$ cat config.mk
export PLATFORM = sky130hd
export DESIGN_NAME = wb_arbiter
export DESIGN_NICKNAME = d
export VERILOG_FILES = /design/src/rtl/wb_arbiter.sv
export SDC_FILE = /design/constraint.sdc
export NUM_CORES = 1
export LEC_CHECK = 0
export CAP_MARGIN = 40
export CORE_MARGIN = 10
export CORE_UTILIZATION = 50
export CTS_BUF_LIST = sky130_fd_sc_hd__clkbuf_8
export CTS_CLUSTER_SIZE = 10
export DETAILED_ROUTE_END_ITERATION = 6
export GPL_ROUTABILITY_DRIVEN = 1
export GPL_TIMING_DRIVEN = 0
export PLACE_DENSITY = 0.84
export SYNTH_ARGS = -nofsm -noshare
export SYNTH_HDL_FRONTEND = slang
export SYNTH_SLANG_ARGS = --single-unit
$ cat constraint.sdc
create_clock -name CLK -period 3.7 [get_ports CLK]
set_clock_uncertainty 0.1 [all_clocks]
set_input_delay 0.74 -clock CLK [delete_from_list [all_inputs] [get_ports CLK]]
set_output_delay 0.74 -clock CLK [all_outputs]
set_load 0.01 [all_outputs]
$ cat src/rtl/wb_arbiter.sv
// Writeback arbiter: ALU results and FIFO-buffered load returns share one register-file write port.
// The register-file write lands one cycle after grant; the ALU stalls on contention, and the load unit stalls only when the FIFO is full.
module wb_arbiter #(
    parameter int DEPTH = 4,
    parameter int PTR_W = $clog2(DEPTH)
) (
    input  logic             CLK,
    input  logic             nRST,
    input  logic             alu_valid,
    input  logic [4:0]       alu_rd,
    input  logic [63:0]      alu_data,
    output logic             alu_ready,
    input  logic             ld_valid,
    input  logic [4:0]       ld_rd,
    input  logic [63:0]      ld_data,
    output logic             ld_ready,
    output logic [PTR_W:0]   ld_count,
    output logic [4:0]       rd,
    output logic [63:0]      wdata,
    output logic             RegWrite
);

    logic [4:0]       fifo_rd  [DEPTH];
    logic [63:0]      fifo_dat [DEPTH];
    logic [PTR_W-1:0] wptr;
    logic [PTR_W-1:0] rptr;
    logic             prio_alu;

    logic             lp;
    logic             contend;
    logic             grant_alu;
    logic             grant_ld;
    logic             push;
    logic             pop;
    logic [4:0]       sel_rd;
    logic [63:0]      sel_dat;

    assign lp        = (ld_count != '0);
    assign ld_ready  = (ld_count != (PTR_W+1)'(DEPTH));
    assign contend   = alu_valid && lp;
    assign grant_alu = alu_valid && (!lp || prio_alu);
    assign grant_ld  = lp && (!alu_valid || !prio_alu);
    assign alu_ready = grant_alu;
    assign push      = ld_valid && ld_ready;
    assign pop       = grant_ld;

    assign sel_rd  = grant_alu ? alu_rd   : fifo_rd[rptr];
    assign sel_dat = grant_alu ? alu_data : fifo_dat[rptr];

    // Storage needs no reset: occupancy is tracked by ld_count alone.
    always_ff @(posedge CLK) begin
        if (push) begin
            fifo_rd[wptr]  <= ld_rd;
            fifo_dat[wptr] <= ld_data;
        end
    end

    always_ff @(posedge CLK or negedge nRST) begin
        if (!nRST) begin
            wptr     <= '0;
            rptr     <= '0;
            ld_count <= '0;
            prio_alu <= 1'b1;
        end else begin
            if (push) begin
                wptr <= wptr + PTR_W'(1);
            end
            if (pop) begin
                rptr <= rptr + PTR_W'(1);
            end
            case ({push, pop})
                2'b10:   ld_count <= ld_count + (PTR_W+1)'(1);
                2'b01:   ld_count <= ld_count - (PTR_W+1)'(1);
                default: ld_count <= ld_count;
            endcase
            if (contend) begin
                prio_alu <= !prio_alu;
            end
        end
    end

    // Writes to x0 still complete the handshake but never raise RegWrite.
    always_ff @(posedge CLK or negedge nRST) begin
        if (!nRST) begin
            rd       <= '0;
            wdata    <= '0;
            RegWrite <= 1'b0;
        end else if (grant_alu || grant_ld) begin
            rd       <= sel_rd;
            wdata    <= sel_dat;
            RegWrite <= (sel_rd != 5'd0);
        end else begin
            RegWrite <= 1'b0;
        end
    end

endmodule

==> impl_metrics.env, run 1 <==
export IMPL_die_area_sq_mm=0.0340
export IMPL_r2r_slack_ps=1320
export IMPL_io_buffers=216
export IMPL_routabilityCongestion=0.739
export IMPL_antenna_left=0
export IMPL_grt_pass1_wl_um=49800
export IMPL_crit_arrival_ps=2610
export IMPL_cts_setup_buffers=0
export IMPL_syn_area_per_cell_sq_um=17.4
export IMPL_leakage_nw=6.28
export IMPL_die_height_um=184
export IMPL_path_buf_inv=3
export IMPL_utilization=0.648
export IMPL_wirelength_um=32700
export IMPL_clockRootBuffer="clkbuf_8"
export IMPL_vias=7960
export IMPL_first_pass_iters=5
export IMPL_max_stage_delay_ps=640
export IMPL_synth_nets=926
export IMPL_holdPathStages=1
export IMPL_holdCritStartpoint="prio_alu$_DFFE_PN1P_"
export IMPL_register_area_sq_mm=0.0102
export IMPL_cts_sinks=354
export IMPL_ir_drop_mv=0.405
export IMPL_synthCells=778
export IMPL_drt_iter0_drc=553
export IMPL_grt_pass1_vias=8511
export IMPL_cp_cell_sequence="nor3_2 -> o21ai_4 -> inv_2 -> clkbuf_1 -> clkdlybuf4s50_1"
export IMPL_post_cts_resized=0
export IMPL_critPathTopFamily="buffers and inverters"
export IMPL_synth_simple_area_share=0.0605
export IMPL_worst_setup_path_type="reg -> out"
export IMPL_start_util=0.505
export IMPL_yosysSeqAreaShare=0.757
export IMPL_setup_violations_final=0
export IMPL_required_ps=2860
export IMPL_r2r_cells=6
export IMPL_finalHoldViolCount=0
export IMPL_final_cells=1448
export IMPL_synthTopCellsByCount="edfxtp_1 (276), nand2_1 (131), dfrtp_1 (77), nor2_1 (70), mux4_2 (69)"
export IMPL_synth_async_reset_ratio=0.220
export IMPL_core_sq_mm=0.0268
export IMPL_r2r_start="rptr[1]$_DFFE_PN0P_"
export IMPL_multi_input_comb_area_sq_mm=0.00306
export IMPL_worst_slew_pin_slew_ps=712
export IMPL_synth_fa_ha_area_frac=0.00610
export IMPL_setup_slack_ps=248
export IMPL_syn_area_sq_mm=0.0135
export IMPL_final_max_slew_viol_count=0
export IMPL_rr_endpoint="RegWrite$_DFF_PN0_"
export IMPL_relSlewSlack=0.525
export IMPL_fin_hold_ws_ps=416
export IMPL_synth_top_cell_by_area="edfxtp_1"
export IMPL_viasPerCell=5.50
export IMPL_busiest_layer="met2"
export IMPL_place_inst=1340
export IMPL_dp_slack_ps=260
export IMPL_cts_clk_slew_worst_paths_ps=60
export IMPL_core_rowCount=60
export IMPL_fin_crit_ps=3450
export IMPL_drv_cap=0
export IMPL_worstSetupEndpointType="output pin"
export IMPL_yosys_area_top_type_share=0.613
export IMPL_syn_to_final_growth_pct=28.4
export IMPL_htree_num_levels=2
export IMPL_numCtsBuffers=56
export IMPL_drive_gt1_frac=0.160
export IMPL_grt_start_max_net_pins=61
export IMPL_grt_use_met1=0.242
export IMPL_clkLatencyLatePin_ps=580
export IMPL_synthXorXnorAreaFrac=0.00453
export IMPL_synth_area_leaders="edfxtp_1 (61%), dfrtp_1 (14%), mux4_2 (11%), nand2_1 (3.6%), a31oi_1 (3.0%)"
export IMPL_rsz0062_at_grt="false"
export IMPL_antenna_found_initial=4
export IMPL_drc=0
export IMPL_synth_compound_area_frac=0.0339
export IMPL_gr_total_overflow=0
export IMPL_yosysMostFrequentCell="edfxtp_1"
export IMPL_use_met2=0.325
export IMPL_hold_path_class="reg -> reg"
export IMPL_num_fill_cells=1838
export IMPL_clock_fmax_mhz=290
export IMPL_synth_cell_types=28
export IMPL_worstPathMaxFanout=10
export IMPL_track_usage=0.194
export IMPL_synth_mux_area_frac=0.119
export IMPL_ys_warn_count=0
export IMPL_ys_ff_latch=354
export IMPL_synth_ff_type="edfxtp_1"
export IMPL_cts_buffer_depth=3
export IMPL_wire_per_inst_um=22.6
export IMPL_power_density_mw_per_mm2=784
export IMPL_io_pins=217
export IMPL_period_share=0.933
export IMPL_min_to="prio_alu$_DFFE_PN1P_"
export IMPL_critPathLaunchType="flop"
export IMPL_fin_nets=1206
export IMPL_status="complete, no violations"
export IMPL_cts_tree="yes"
export IMPL_power_mw=13.6
export IMPL_die_w_um=184
export IMPL_met3_usage=0.0500
export IMPL_dp_hpwl_um=21800
export IMPL_synth_edf_count=276
export IMPL_synth_top_family_by_area="multiplexers"
export IMPL_crit_slowest_cell="clkdlybuf4s50_1"
-- state kept, by name, summed over array words and instances, names as in the netlist --
| signal | cells |
|---|---|
| fifo_dat | 256 |
| rd | 5 |
| RegWrite | 1 |
| wdata | 64 |
| fifo_rd | 20 |
| ld_count | 3 |
| wptr | 2 |
| prio_alu | 1 |
| rptr | 2 |
-- layer usage --
| layer | part of all wire | vias up |
|---|---|---|
| li1 | - | 3555 |
| met1 | 0.39 | 4070 |
| met2 | 0.51 | 281 |
| met3 | 0.073 | 52 |
| met4 | 0.021 | 2 |
| met5 | 0.00055 | - |
-- worst max path at each step --
stage / startpoint / to / slack [ps] / cells after the start
6_report: ld_count[0]$_DFFE_PN0P_ / alu_ready / 250 / 5
3_3_place_gp: nRST / wdata[39]$_DFFE_PN0P_ / -1370 / 1
4_1_cts: ld_count[0]$_DFFE_PN0P_ / alu_ready / 200 / 5
3_5_place_dp: alu_valid / alu_ready / 260 / 5
2_1_floorplan: ld_count[0]$_DFFE_PN0P_ / fifo_dat[0][0]$_DFFE_PP_ / 730 / 3
5_1_grt: ld_count[0]$_DFFE_PN0P_ / alu_ready / 110 / 5
-- cells in the final DEF, fill, tap and decap left out, types with 2 or more instances in the layout --
master             n
inv_1             25
a21oi_1            6
a31oi_1           64
dfrtp_1           77
nor2_1            70
nand3_1            2
clkbuf_1          22
mux2i_1            6
nand2_1          131
diode_2            3
nand2b_1           2
ha_1               5
clkinv_2           4
xnor2_1            4
and3_4             4
clkbuf_8          65
clkdlybuf4s50_1  215
buf_2             16
mux4_2            69
buf_16             5
xor2_1             3
clkinv_1          14
buf_4              6
edfxtp_1         276
-- worst register-to-register path, stage by stage, from the launching register on --
cell	delay [ps]
dfrtp_1	330
clkbuf_1	500
buf_2	420
mux4_2	350
mux2i_1	260
nand3_1	130
o21a_1	180
-- cell type report --
| cell class | count | share of cell area |
|---|---|---|
| flip-flops and latches | 354 | 0.590 |
| diodes | 3 | 0.000432 |
| well taps | 341 | 0.0246 |
| inverters | 7 | 0.00151 |
| multi-input cells | 372 | 0.176 |
| plain buffers | 45 | 0.0130 |
| clock buffers | 65 | 0.0515 |
| repair buffers | 222 | 0.133 |
| clock inverters | 39 | 0.0105 |
-- repair_timing --
item	4_1_cts	5_1_grt
endpoints found under the hold margin	18	0
endpoints found under the setup margin	0	0
hold buffers	1	0
-- per-stage QoR --
stage               area (sq um)  TNS [ps]
floorplan                  13500         0
global placement           16100   -390980
detailed placement         16300         0
CTS                        17400         0
global route               17400         0
finish                     17400         0
-- kinds of logic (layout without fill, tap and decap cells) --
logic type / count (synthesis) / after routing
adders and majority gates: 6 / 6
xor gates and xnor gates: 7 / 7
AOI/OAI and AO/OA: 73 / 73
and+or+nand+nor: 211 / 211
buffers and inverters: 52 / 378
muxes: 75 / 75
DFF: 354 / 354
other: 0 / 3
-- power breakdown --
| part | internal [mW] | switching, mW | leakage [nW] |
|---|---|---|---|
| sequential | 5.43 | 0.377 | 3.44 |
| clock | 1.66 | 1.46 | 0.624 |
| combinational | 2.30 | 2.39 | 2.21 |
No activity file was read; power rests on OpenSTA's default activity.
==> inputs of run 2 (changes only) <==
- HOLD_SLACK_MARGIN: unset -> 0.1
==> results of run 2 <==
The final DEF is identical to that of run 1; final timing and power are the same.
